**config.mk**
```make
export PLATFORM = sky130hd
export DESIGN_NAME = rr_stream_mux_flat
export DESIGN_NICKNAME = d
export VERILOG_FILES = /design/src/rtl/rr_stream_mux_if.sv /design/src/rtl/rr_stream_mux.sv /design/src/flat_wrapper.sv
export SDC_FILE = /design/constraint.sdc
export NUM_CORES = 1
export LEC_CHECK = 0
export BUFFER_PORTS_ARGS = -buffer_cell sky130_fd_sc_hd__buf_4
export CELL_PAD_IN_SITES_DETAIL_PLACEMENT = 1
export CELL_PAD_IN_SITES_GLOBAL_PLACEMENT = 1
export CORE_MARGIN = 5
export CORE_UTILIZATION = 26
export DETAILED_ROUTE_END_ITERATION = 8
export PLACE_DENSITY = 0.75
export SYNTH_ARGS = -nofsm -noshare
export SYNTH_HDL_FRONTEND = slang
export SYNTH_SLANG_ARGS = --single-unit
```
**constraint.sdc**
```tcl
create_clock -name clk -period 2.46 [get_ports clk]
set_input_delay 0.369 -clock clk [delete_from_list [all_inputs] [get_ports clk]]
set_output_delay 0.369 -clock clk [all_outputs]
set_load 0.01 [all_outputs]
```
**src/rtl/rr_stream_mux_if.sv**
```systemverilog
// rr_stream_mux_if: handshake bundle between N producers, the arbiter and one consumer
interface rr_stream_mux_if #(
  parameter int N     = 4,
  parameter int WIDTH = 32,
  parameter int SELW  = $clog2(N)
);
  logic                 mode;
  logic [N-1:0]         in_valid;
  logic [N-1:0]         in_ready;
  logic [N*WIDTH-1:0]   in_data;
  logic                 out_valid;
  logic                 out_ready;
  logic [WIDTH-1:0]     out_data;
  logic [SELW-1:0]      out_sel;
  modport master (output mode, in_valid, in_data, out_ready, input in_ready, out_valid, out_data, out_sel);
  modport slave  (input mode, in_valid, in_data, out_ready, output in_ready, out_valid, out_data, out_sel);
endinterface

```
**src/rtl/rr_stream_mux.sv**
```systemverilog
// rr_stream_mux: N-to-1 valid/ready stream mux, fixed-priority or round-robin arbiter, registered output
module rr_stream_mux #(
  parameter int N     = 4,
  parameter int WIDTH = 32,
  parameter int SELW  = $clog2(N)
) (
  input  logic            clk,
  input  logic            rst_n,
  rr_stream_mux_if.slave  bus
);
  logic [SELW-1:0]  ptr_q, ptr_d, g, idx;
  logic             any, load, xfer;
  logic             valid_q, valid_d;
  logic [WIDTH-1:0] data_q, data_d;
  logic [SELW-1:0]  sel_q, sel_d;
  int               j;
  // Walk the search order backwards so the first valid channel in order is the last one written
  always_comb begin
    g   = '0;
    any = 1'b0;
    j   = 0;
    idx = '0;
    for (int k = N - 1; k >= 0; k--) begin
      j = bus.mode ? int'(ptr_q) + k : k;
      if (j >= N) j = j - N;
      idx = SELW'(j);
      if (bus.in_valid[idx]) begin
        g   = idx;
        any = 1'b1;
      end
    end
  end
  assign load         = ~valid_q | bus.out_ready;
  assign xfer         = load & any & rst_n;
  assign bus.in_ready = xfer ? (N'(1) << g) : '0;
  always_comb begin
    ptr_d   = xfer ? ((g == SELW'(N - 1)) ? '0 : g + 1'b1) : ptr_q;
    valid_d = xfer | (valid_q & ~bus.out_ready);
    data_d  = xfer ? bus.in_data[g*WIDTH +: WIDTH] : data_q;
    sel_d   = xfer ? g : sel_q;
  end
  always_ff @(posedge clk or negedge rst_n) begin
    if (!rst_n) begin
      ptr_q   <= '0;
      valid_q <= 1'b0;
      data_q  <= '0;
      sel_q   <= '0;
    end else begin
      ptr_q   <= ptr_d;
      valid_q <= valid_d;
      data_q  <= data_d;
      sel_q   <= sel_d;
    end
  end
  assign bus.out_valid = valid_q;
  assign bus.out_data  = data_q;
  assign bus.out_sel   = sel_q;
endmodule

```
**src/flat_wrapper.sv**
```systemverilog
// flat-port wrapper written by rule: the top's interface ports become plain ports
module rr_stream_mux_flat 
#(
  parameter int N     = 4,
  parameter int WIDTH = 32,
  parameter int SELW  = $clog2(N)
)
  (clk, rst_n, bus_mode, bus_in_valid, bus_in_data, bus_out_ready, bus_in_ready, bus_out_valid, bus_out_data, bus_out_sel);
  rr_stream_mux_if #(.N(N), .WIDTH(WIDTH), .SELW(SELW)) bus_i ();
  input  logic clk;
  input  logic rst_n;
  input wire logic [$bits(bus_i.mode)-1:0] bus_mode;
  input wire logic [$bits(bus_i.in_valid)-1:0] bus_in_valid;
  input wire logic [$bits(bus_i.in_data)-1:0] bus_in_data;
  input wire logic [$bits(bus_i.out_ready)-1:0] bus_out_ready;
  output wire logic [$bits(bus_i.in_ready)-1:0] bus_in_ready;
  output wire logic [$bits(bus_i.out_valid)-1:0] bus_out_valid;
  output wire logic [$bits(bus_i.out_data)-1:0] bus_out_data;
  output wire logic [$bits(bus_i.out_sel)-1:0] bus_out_sel;
  assign bus_i.mode = bus_mode;
  assign bus_i.in_valid = bus_in_valid;
  assign bus_i.in_data = bus_in_data;
  assign bus_i.out_ready = bus_out_ready;
  assign bus_in_ready = bus_i.in_ready;
  assign bus_out_valid = bus_i.out_valid;
  assign bus_out_data = bus_i.out_data;
  assign bus_out_sel = bus_i.out_sel;
  rr_stream_mux #(.N(N), .WIDTH(WIDTH), .SELW(SELW)) u_core (.clk(clk), .rst_n(rst_n), .bus(bus_i));
endmodule
```
[Yosys cells after proc, flatten, opt, wreduce, memory -nomap -nowiden]
Index checks and enable logic that the tools add are counted.
Widths: inputs -> output; s select.
Word-level totals
  flip-flop bits (word level): 37
  input bits: 136
Operators by class
  $add $sub $neg: 8
  magnitude comparators: 8
  equality and inequality tests: 1
  shifts and indexed selects: 2
  mux-type cells: 26
  bitwise gates (word level): 7
Operators with widths (number)
  $ge 32x4->1 const B: 4
  $shiftx 128x8->32: 1
  $mux 2: 10
  $lt 2x3->1 const B: 4
  $mux 3: 3
  $bmux 1 s2: 4
  $mux 1: 8
  $sub 2x1->2 const B: 4
  $add 2x2->3 const B: 2
  $mux 4: 1
  $shl 1x2->4 const A: 1
  $add 2x1->3 const B: 1
  $and 1x1->1: 3
  $add 2x1->2 const B: 1
  $eq 2x2->1 const B: 1
  $not 1->1: 2
  $or 1x1->1: 2

[Depth between registers and ports, before layout]
Gate-level depths: netlist of the first run.
  depth after elaboration: 13
  depth in mapped cells: 12

[Worst setup path after synthesis of the first run]
Ideal clock, no wire load.
  path type: reg2out
  from: register u_core.ptr_q[0]
  to: output port bus_in_ready[3]
  arrival: 2.112 ns
  data required time: 2.091 ns
  slack: -0.021 ns
  cell stages (with the launch flop): 12
  cells stage by stage: dfrtp_1 buf_6 and2_4 a32oi_1 o311ai_1 nand4b_1 mux2i_2 buf_6 buf_8 inv_2 ha_1 and2_1
Between the ends
  cells in the longest elaborated chain, start to end: 13
  elaborated cells on any way between the ends: 39
Ends and longest elaborated chain
  start, declared: line rr_stream_mux.sv:11  | logic [SELW-1:0] ptr_q, ptr_d, g, idx;
  start signal, assigned: line rr_stream_mux.sv:49  | ptr_q <= ptr_d;
  $add 2x2->3: line rr_stream_mux.sv:24  | j = bus.mode ? int'(ptr_q) + k : k;
  $mux 3: line rr_stream_mux.sv:24
  $ge 32x4->1 or $sub 2x1->2 (tied branches): line rr_stream_mux.sv:25  | if (j >= N) j = j - N;
  $mux 2: line rr_stream_mux.sv:25
  $bmux 1 s2: line rr_stream_mux.sv:27  | if (bus.in_valid[idx]) begin
  $mux 1 (not written as such): line rr_stream_mux.sv:27
  $mux 1 (4 in a row): line rr_stream_mux.sv:27
  $and 1x1->1 (2 in a row): line rr_stream_mux.sv:34  | assign xfer = load & any & rst_n;
  $mux 4 *: line rr_stream_mux.sv:35  | assign bus.in_ready = xfer ? (N'(1) << g) : '0;
  end, declared: line flat_wrapper.sv:16  | output wire logic [$bits(bus_i.in_ready)-1:0] bus_in_ready;
Every way passes the cells marked *; elsewhere a longest branch is shown, timed or not. The select of a mux whose other input is x is not followed.

[Final worst setup path of the first run]
  from: register u_core.ptr_q[0]
  to: output port bus_in_ready[1]
The elaborated chain is that of the path after synthesis.

==> results.sh, run 1 <==
export IMPL_syn_inst=228
export IMPL_clk_latency_ns=0.28
export IMPL_cts_tree="yes"
export IMPL_finalWirelength_um=9920
export IMPL_hpwl_um=7400
export IMPL_drt_iter0_drc=57
export IMPL_skew_ns=0.00576
export IMPL_area_growth_pct=78.3
export IMPL_ff2ff_setup_slack_ns=-0.11
export IMPL_crit_start="u_core.ptr_q[0]$_DFFE_PN0P_"
export IMPL_grt_total_usage_pct=17.1
export IMPL_arrival_ns=2.22
export IMPL_num_vias=2642
export IMPL_root_buffer="clkbuf_8"
export IMPL_swShare_pct=37.2
export IMPL_syn_avg_cell_area_sq_um=10.3
export IMPL_fin_util_pct=48.0
export IMPL_dr_pass1_iters=4
export IMPL_hp_class="in2async"
export IMPL_grt_pass1_wl_um=15400
export IMPL_yosysSeqAreaShare_pct=39.2
export IMPL_fin_nets=553
export IMPL_antenna_diode_count=0
export IMPL_setup_tns_ns=-0.967
export IMPL_n_fill_cell=1010
export IMPL_syn_area_sq_um=2360
export IMPL_die_area_sq_um=11100
export IMPL_grt_max_degree=38
export IMPL_initial_core_util_pct=26.9
export IMPL_placed_cells_incl_taps=505
export IMPL_max_slew_worst_pin_slew_ns=0.524
export IMPL_numPortBuffers=174
export IMPL_drive_gt1_share_pct=56.1
export IMPL_synth_seq_cells=37
export IMPL_period_minus_slack_ns=2.59
export IMPL_path_class="reg2out"
export IMPL_placed_area_sq_um=3820
export IMPL_pwr_share_seq_pct=27.3
export IMPL_critPathRequiredTime_ns=2.09
export IMPL_r2r_end="u_core.bus.out_data[16]$_DFFE_PN0P_"
export IMPL_reg2regPathDepth=10
export IMPL_setup_ws_ns=-0.130
export IMPL_clockPowerShare_pct=10.4
export IMPL_clk_pin_slew_worst_paths_ns=0.07
export IMPL_worstPathMaxFanout=7
export IMPL_clockBufferDepth=2
export IMPL_drv_slew=0
export IMPL_ant_nets=0
export IMPL_worstSetupStartpointType="flip-flop"
export IMPL_reg2reg_from="u_core.ptr_q[0]$_DFFE_PN0P_"
export IMPL_violations="setup timing"
export IMPL_status="complete, but fails checks"
export IMPL_core_area_sq_um=8760
export IMPL_max_freq_mhz=386
export IMPL_drc=0
export IMPL_ys_types=32
export IMPL_critPathCaptureType="output port"
export IMPL_antenna_found_initial=0
export IMPL_setup_viol_count_final=10
export IMPL_detail_route_vias_per_cell=5.05
export IMPL_rows=34
export IMPL_wire_per_inst_um=19.0
export IMPL_chipWidth_um=105
export IMPL_design_area_sq_um=4210
export IMPL_power_density_nw_per_um2=896
export IMPL_maxCapViolCount=0
export IMPL_hold_viol_final=0
export IMPL_slew_headroom_pct=65.0
export IMPL_pwr_share_comb_pct=62.3
export IMPL_die_h_um=105
export IMPL_cts_max_level=2
export IMPL_final_cells=523
export IMPL_grt_pass1_vias=3000
export IMPL_cts_made_buffers=5
export IMPL_synth_fp_nets=365
export IMPL_switchingPower_mw=1.40
export IMPL_place_gp_congestion=0.732
export IMPL_grt_ovfl_total=0
export IMPL_yosys_warnings=0
export IMPL_ioPinCount=175
export IMPL_rsz0062_at_grt="yes"
export IMPL_ir_drop_mv=0.356
export IMPL_leakagePower_nw=2.19
export IMPL_min_period_over_period_pct=105
export IMPL_clock_sink_count=37
export IMPL_power_internal_mw=2.37
-- how the worst max path moves through the flow --
stage                                         endpoint  cells past startpoint  slack, ns
floorplan                              bus_in_ready[3]                     11       0.01
global placement                       bus_in_ready[3]                      9       0.09
detailed placement  u_core.bus.out_data[4]$_DFFE_PN0P_                      9      -0.07
CTS                                    bus_in_ready[3]                      9      -0.15
global route                           bus_in_ready[3]                      9      -0.25
finish                                 bus_in_ready[1]                      9      -0.13
-- power groups by stage --
stage / clock network [mW] / logic, mW / registers, mW
5_1_grt: 0.437 / 2.53 / 1.07
3_5_place_dp: 0 / 1.95 / 1.04
4_1_cts: 0.417 / 2.19 / 1.03
6_report: 0.392 / 2.35 / 1.03
2_1_floorplan: 0 / 0.989 / 1.12
3_3_place_gp: 0 / 1.89 / 1.02
-- per-layer routing --
metal	wire [um]	part of all wire, %	global-route usage, %	up-vias
li1	-	-	-	1234
met3	988	10	6.66	9
met4	85	0.86	3.65	0
met1	3770	38	19.3	1281
met5	0	0	0	-
met2	5070	51	30.3	118
-- final cells by class --
cell class	instances	area, sq um	share of cell area, %
clock buffer	5	68.8	1.64
clock inverter	1	5.00	0.119
timing repair buffer	200	1630	38.8
inverter	3	11.3	0.268
multi-input combinational	169	1430	33.9
sequential	37	928	22.1
tap	108	135	3.21
-- worst max-delay path, cell delays in order (launching register included) --
cell	delay [ns]
dfrtp_2	0.45
and2_4	0.16
a32oi_4	0.24
o311ai_2	0.13
nand4b_1	0.18
mux2i_4	0.30
buf_4	0.17
buf_6	0.13
nor2_2	0.05
buf_4	0.13
-- layout by cell type, fill, tap and decap left out, types with 3 or more instances in the layout --
cell type,n
buf_4,190
mux2i_1,52
nand2_1,40
dfrtp_1,35
o221ai_1,32
mux2i_2,11
clkbuf_8,5
nand2b_1,3
mux2i_4,3
nor2_2,3
buf_6,3
-- synthesized netlist by cell type --
library cell  count  area [sq um]
a211oi_1          1          7.51
a21oi_1           2          10.0
a22o_1            1          8.76
a32oi_1           1          8.76
a41o_1            1          10.0
and2_1            1          6.26
and2_4            1          8.76
buf_2             2          10.0
buf_4             1          7.51
buf_6             2          22.5
buf_8             3          45.0
clkbuf_1         11          41.3
dfrtp_1          37           926
ha_1              1          12.5
inv_1             2          7.51
inv_2             1          3.75
mux2i_1          65           651
mux2i_2           1          13.8
nand2_1          40           150
nand2b_1          4          25.0
nand4_1           1          6.26
nand4b_1          1          8.76
nor2_1            5          18.8
nor2b_1           1          6.26
o21a_1            1          7.51
o21ai_0           3          15.0
o21ai_1           1          5.00
o221ai_1         32           280
o311ai_1          1          8.76
o31ai_1           2          15.0
or2_0             1          6.26
or2_1             1          6.26
-- repair_timing --
item,in CTS,in global routing
setup buffers,7,1
cloned,2,2
hold buffers,0,0
pin swaps,6,3
gates resized for setup,12,22
endpoints found under the setup margin,29,36
-- sequential cells by signal, summed over array words and instances, names as in the netlist --
signal and count:
u_core.bus.out_valid 1, u_core.bus.out_sel 2, u_core.bus.out_data 32, u_core.ptr_q 2
-- through the flow --
step                setup WS (ns)  hold WS [ns]  power [mW]
global placement           0.0856         0.469        2.91
floorplan                  0.0126        0.0734        2.11
detailed placement        -0.0665         0.481        2.99
finish                     -0.130         0.152        3.77
global route               -0.251         0.191        4.04
CTS                        -0.147         0.167        3.64
-- kinds of logic (layout without fill, tap and decap cells) --
group           after synthesis  count (layout)  synth area share, %
buf+inv                      22             209                 5.83
flops                        37              37                 39.2
fa+ha+maj                     1               1                0.530
mux                          66              66                 28.2
simple gates                 56              56                 10.3
compound gates               46              46                 16.0
(Power assumes the default switching activity.)
==> run 2, diff against run 1 <==
--- a/config.mk
+++ b/config.mk
@@ -9,9 +9,9 @@
 export CELL_PAD_IN_SITES_DETAIL_PLACEMENT = 1
 export CELL_PAD_IN_SITES_GLOBAL_PLACEMENT = 1
 export CORE_MARGIN = 5
-export CORE_UTILIZATION = 26
+export CORE_UTILIZATION = 28
 export DETAILED_ROUTE_END_ITERATION = 8
-export PLACE_DENSITY = 0.75
+export PLACE_DENSITY = 0.77
 export SYNTH_ARGS = -nofsm -noshare
 export SYNTH_HDL_FRONTEND = slang
 export SYNTH_SLANG_ARGS = --single-unit
==> constraint.sdc (replaced) <==
create_clock -name clk -period 2.4 [get_ports clk]
set_input_delay 0.36 -clock clk [delete_from_list [all_inputs] [get_ports clk]]
set_output_delay 0.36 -clock clk [all_outputs]
set_load 0.01 [all_outputs]
==> run 2 against run 1 <==
Effect of this change:
- critical path depth did not move
- power rose by 2.4%
- combinational power fell by 5%
- largest power group unchanged
- clock skew rose by 0.0010 ns
- highest routed layer unchanged
- the flow still finishes with violations (setup timing)
==> results.sh, run 2 (synthesis gave the netlist of run 1 again) <==
export IMPL_fin_nets=552
export IMPL_core_area_sq_um=8220
export IMPL_endpoint="bus_in_ready[3]"
export IMPL_period_minus_slack_ns=2.66
export IMPL_root_buffer="clkbuf_8"
export IMPL_clk_pin_slew_worst_paths_ns=0.08
export IMPL_cts_tree="yes"
export IMPL_worstPathMaxFanout=7
export IMPL_cts_hold_buf=0
export IMPL_min_period_over_period_pct=111
export IMPL_ioPinCount=175
export IMPL_reg2regPathDepth=9
export IMPL_drt_iter0_drc=61
export IMPL_hold_worst_slack_ns=0.177
export IMPL_max_slew_worst_pin_slew_ns=0.519
export IMPL_arrival_ns=2.30
export IMPL_max_freq_mhz=376
export IMPL_hp_class="in2async"
export IMPL_grt_total_usage_pct=18.5
export IMPL_layout_commonest_cell="buf_4"
export IMPL_grt_pass1_vias=3035
export IMPL_clk_latency_ns=0.29
export IMPL_cts_max_level=2
export IMPL_setup_tns_ns=-1.41
export IMPL_clockBufferDepth=2
export IMPL_path_class="reg2out"
export IMPL_slew_headroom_pct=65.4
export IMPL_hold_viol_final=0
export IMPL_reg2reg_from="u_core.ptr_q[0]$_DFFE_PN0P_"
export IMPL_wire_per_inst_um=19.6
export IMPL_hpwl_um=7620
export IMPL_ir_drop_mv=0.416
export IMPL_largest_reg_flops=32
export IMPL_finalWirelength_um=10200
export IMPL_critPathCaptureType="output port"
export IMPL_maxCapViolCount=0
export IMPL_die_h_um=102
export IMPL_design_area_sq_um=4140
export IMPL_die_area_sq_um=10400
export IMPL_r2r_end="u_core.bus.out_data[27]$_DFFE_PN0P_"
export IMPL_power_density_nw_per_um2=932
export IMPL_grt_max_degree=38
export IMPL_setup_ws_ns=-0.257
export IMPL_dr_pass1_iters=4
export IMPL_detail_route_vias_per_cell=5.04
export IMPL_rsz0062_at_grt="yes"
export IMPL_rows=33
export IMPL_antenna_diode_count=0
export IMPL_drive_gt1_share_pct=52.6
export IMPL_chipWidth_um=102
export IMPL_drv_slew=0
export IMPL_dp_slack_ns=-0.189
export IMPL_setup_viol_count_final=24
export IMPL_placed_area_sq_um=3840
export IMPL_drc=0
export IMPL_final_cell_mix="buf_4, mux2i_1, nand2_1"
export IMPL_num_vias=2625
export IMPL_ff2ff_setup_slack_ns=-0.10
export IMPL_antenna_found_initial=0
export IMPL_numPortBuffers=174
export IMPL_ant_nets=0
export IMPL_cts_made_buffers=5
export IMPL_status="complete, but fails checks"
export IMPL_violations="setup timing"
export IMPL_worstSetupStartpointType="flip-flop"
export IMPL_place_gp_congestion=0.740
export IMPL_area_growth_pct=75.5
export IMPL_grt_ovfl_total=0
export IMPL_crit_start="u_core.ptr_q[0]$_DFFE_PN0P_"
export IMPL_initial_core_util_pct=28.7
export IMPL_critPathRequiredTime_ns=2.04
export IMPL_skew_ns=0.00678
export IMPL_leakagePower_nw=2.22
export IMPL_clock_sink_count=37
export IMPL_grt_pass1_wl_um=14900
[run 2: changes by cell type in the layout (fill, tap and decap cells not counted), moves of 2 or more]
cell	delta
mux2i_1	+11
mux2i_2	-9
mux2i_4	-2
nor2_1	+2
nor2_2	-3
[run 2: final cells by class]
| type | count | area (sq um) |
|---|---|---|
| fillers | 956 | 4080 |
| repair buffers | 199 | 1590 |
| multi-input cells | 169 | 1370 |
| flip-flops and latches | 37 | 928 |
| well taps | 105 | 131 |
| clock buffers | 7 | 86.3 |
| clock inverters | 1 | 30.0 |
| inverters | 3 | 13.8 |
[run 2: how the worst min path moves through the flow]
stage | start | to | slack, ns | cells after the start
6_report | rst_n | u_core.bus.out_data[4]$_DFFE_PN0P_ | 0.18 | 2
5_1_grt | rst_n | u_core.bus.out_data[8]$_DFFE_PN0P_ | 0.20 | 2
4_1_cts | rst_n | u_core.bus.out_data[9]$_DFFE_PN0P_ | 0.18 | 2
3_5_place_dp | u_core.bus.out_data[21]$_DFFE_PN0P_ | u_core.bus.out_data[21]$_DFFE_PN0P_ | 0.48 | 2
3_3_place_gp | u_core.bus.out_data[14]$_DFFE_PN0P_ | u_core.bus.out_data[14]$_DFFE_PN0P_ | 0.47 | 2
2_1_floorplan | rst_n | u_core.bus.out_data[0]$_DFFE_PN0P_ | 0.06 | 0
[run 2: metrics by stage]
step | instances | utilization [%] | power [mW]
2_1_floorplan | 228 | - | 2.18
5_1_grt | 521 | 50.4 | 4.12
3_5_place_dp | 504 | 46.8 | 3.08
4_1_cts | 517 | 49.4 | 3.79
3_3_place_gp | 504 | 46.8 | 3.00
6_report | 521 | 50.4 | 3.86
[run 2: report_power, final]
group	leakage (nW)	switching (mW)	internal [mW]
clock network	0.0585	0.237	0.339
registers	0.452	0.168	0.886
logic	1.71	1.02	1.21
total	2.22	1.42	2.44
[run 2: critical path, stage by stage, from the launching register on]
cell and delay (ns):
dfrtp_2 0.45, and2_4 0.16, a32oi_4 0.25, o311ai_2 0.15, nand4b_1 0.20, mux2i_4 0.33
inv_4 0.06, ha_4 0.16, and2_4 0.13, buf_6 0.11
[run 2: per-layer routing]
layer | GRT usage (%) | vias up | wire (um)
met5 | 0 | - | 0
met4 | 3.48 | 0 | 102
met3 | 5.03 | 10 | 731
met2 | 36.1 | 102 | 5700
met1 | 19.7 | 1277 | 3700
li1 | - | 1236 | -
[run 2: what timing repair did]
item	CTS	global route
buffers inserted	5	3
resized for setup	9	5
cloned	1	2
pin swaps	3	0
setup endpoints to repair	21	33
==> run 3, diff against run 2 <==
==> constraint.sdc (replaced) <==
create_clock -name clk -period 2.4 [get_ports clk]
set_input_delay 0.24 -clock clk [delete_from_list [all_inputs] [get_ports clk]]
set_output_delay 0.24 -clock clk [all_outputs]
set_load 0.01 [all_outputs]
==> run 3 against run 2 <==
Effect of this change:
- the flow still finishes with violations (setup timing)
- clock power down 20%
- highest routed layer unchanged
- sequential cell count is the same
- cell area increased by 1.0%
- register-to-register slack better by 0.04 ns
==> results.sh, run 3 (synthesis gave the netlist of run 1 again) <==
export IMPL_status="complete, but fails checks"
export IMPL_violations="setup timing"
export IMPL_area_growth_pct=77.3
export IMPL_grt_max_degree=38
export IMPL_grt_pass1_wl_um=13800
export IMPL_detail_route_vias_per_cell=5.05
export IMPL_r2r_end="u_core.bus.out_data[30]$_DFFE_PN0P_"
export IMPL_drive_gt1_share_pct=54.7
export IMPL_switchingPower_mw=1.43
export IMPL_final_cell_mix="buf_4, mux2i_1, nand2_1"
export IMPL_finalWirelength_um=9830
export IMPL_clk_pin_slew_worst_paths_ns=0.08
export IMPL_clockBufferDepth=2
export IMPL_swShare_pct=37.4
export IMPL_placed_area_sq_um=3790
export IMPL_ff2ff_setup_slack_ns=-0.06
export IMPL_clock_sink_count=37
export IMPL_power_internal_mw=2.40
export IMPL_hpwl_um=7230
export IMPL_worstSetupStartpointType="flip-flop"
export IMPL_hold_viol_final=0
export IMPL_placed_cells_incl_taps=500
export IMPL_power_density_nw_per_um2=918
export IMPL_max_slew_worst_pin_slew_ns=0.585
export IMPL_largest_reg_flops=32
export IMPL_wire_per_inst_um=18.9
export IMPL_drt_iter0_drc=67
export IMPL_num_vias=2625
export IMPL_clockPowerShare_pct=12.0
export IMPL_crit_path_cell_trace="and2_4 -> a32oi_2 -> o311ai_2 -> nand4b_1 -> mux2i_4 -> inv_2 -> ha_4 -> and2_4 -> buf_6"
export IMPL_critPathRequiredTime_ns=2.16
export IMPL_min_period_over_period_pct=105
export IMPL_cts_max_level=2
export IMPL_arrival_ns=2.27
export IMPL_endpoint="bus_in_ready[3]"
export IMPL_place_gp_congestion=0.775
export IMPL_setup_ws_ns=-0.110
export IMPL_critical_path_buf_inv_count=2
export IMPL_hp_class="in2async"
export IMPL_critPathCaptureType="output port"
export IMPL_crit_start="u_core.ptr_q[0]$_DFFE_PN0P_"
export IMPL_setup_viol_count_final=15
export IMPL_drc=0
export IMPL_chipWidth_um=102
export IMPL_reg2regPathDepth=10
export IMPL_maxCapViolCount=0
export IMPL_fin_nets=552
export IMPL_grt_total_usage_pct=16.9
export IMPL_grt_ovfl_total=0
export IMPL_path_class="reg2out"
export IMPL_n_fill_cell=936
export IMPL_pwr_share_seq_pct=27.3
export IMPL_cts_tree="yes"
export IMPL_clk_latency_ns=0.29
export IMPL_skew_ns=0.0107
export IMPL_leakagePower_nw=2.21
export IMPL_initial_core_util_pct=28.7
export IMPL_cp_top_family="simple AND/OR/NAND/NOR gates"
export IMPL_ir_drop_mv=0.301
export IMPL_antenna_diode_count=0
export IMPL_grt_pass1_vias=2804
export IMPL_ant_nets=0
export IMPL_numPortBuffers=174
export IMPL_drv_slew=0
export IMPL_root_buffer="clkbuf_8"
export IMPL_cp_common_cell="and2_4"
export IMPL_ioPinCount=175
export IMPL_critPathMaxStageDelay_ns=0.44
export IMPL_die_h_um=102
export IMPL_slew_headroom_pct=60.9
export IMPL_antenna_found_initial=0
export IMPL_cts_made_buffers=5
export IMPL_dr_pass1_iters=4
export IMPL_reg2reg_from="u_core.ptr_q[0]$_DFFE_PN0P_"
export IMPL_period_minus_slack_ns=2.51
export IMPL_final_cells=520
export IMPL_layout_commonest_cell="buf_4"
export IMPL_max_freq_mhz=398
export IMPL_setup_tns_ns=-0.485
export IMPL_rows=33
export IMPL_core_area_sq_um=8220
export IMPL_cp_depth=9
export IMPL_design_area_sq_um=4180
export IMPL_slowest_stage="dfrtp_1"
export IMPL_die_area_sq_um=10400
export IMPL_worstPathMaxFanout=6
export IMPL_pwr_share_comb_pct=60.8
export IMPL_rsz0062_at_grt="yes"
-- run 3: changes by cell type in the layout (fill, tap and decap cells not counted), sizes merged --
cell      before  now
buf          197  196
clkinvlp       0    1
bufinv         1    0
-- run 3: power groups by stage --
stage                     clock, mW  sequential (mW)  combinational, mW
after global placement            0             1.04               1.89
after floorplan                   0             1.15               1.01
after global routing          0.497             1.07               2.51
after detailed placement          0             1.05               1.95
after CTS                     0.483             1.04               2.04
final                         0.460             1.05               2.33
-- run 3: how the worst min path moves through the flow --
stage	start	to	slack, ns	cells past startpoint
2_1_floorplan	rst_n	u_core.bus.out_data[0]$_DFFE_PN0P_	-0.06	0
3_3_place_gp	rst_n	u_core.bus.out_valid$_DFF_PN0_	0.35	2
3_5_place_dp	rst_n	u_core.bus.out_valid$_DFF_PN0_	0.35	2
4_1_cts	rst_n	u_core.bus.out_data[11]$_DFFE_PN0P_	0.02	2
5_1_grt	rst_n	u_core.bus.out_data[18]$_DFFE_PN0P_	0.05	2
6_report	rst_n	u_core.bus.out_data[11]$_DFFE_PN0P_	0.006	2
-- run 3: final cells by class --
cell class                 count  area, sq um  area share, %
clock buffer                   6         82.6           1.97
inverter                       3         11.3          0.269
multi-input combinational    169         1400           33.5
timing repair buffer         199         1620           38.8
sequential                    37          927           22.2
tap                          105          131           3.14
clock inverter                 1         7.51          0.179
-- run 3: repair_timing --
item,in CTS,in global routing
cloned,0,6
pin swaps,5,4
setup buffers,5,2
hold buffers,0,0
hold endpoints to repair,0,0
setup endpoints to repair,5,24
resized for setup,13,20
-- run 3: per-stage QoR --
step                      power [mW]  util (%)  hold slack [ns]  setup slack [ns]
after global routing            4.08      50.9           0.0500            -0.183
after global placement          2.93      46.2            0.345             0.110
after detailed placement        3.00      46.2            0.350           -0.0332
final                           3.84      50.9          0.00602            -0.110
after floorplan                 2.16         -          -0.0556            0.0482
after CTS                       3.56      48.4           0.0246           -0.0423
-- run 3: routing by layer --
| layer | up-vias | wire length, um | GRT usage, % |
|---|---|---|---|
| li1 | 1237 | - | - |
| met1 | 1260 | 3610 | 18.7 |
| met2 | 116 | 5290 | 31.7 |
| met3 | 12 | 804 | 4.82 |
| met4 | 0 | 123 | 4.29 |
| met5 | - | 0 | 0 |
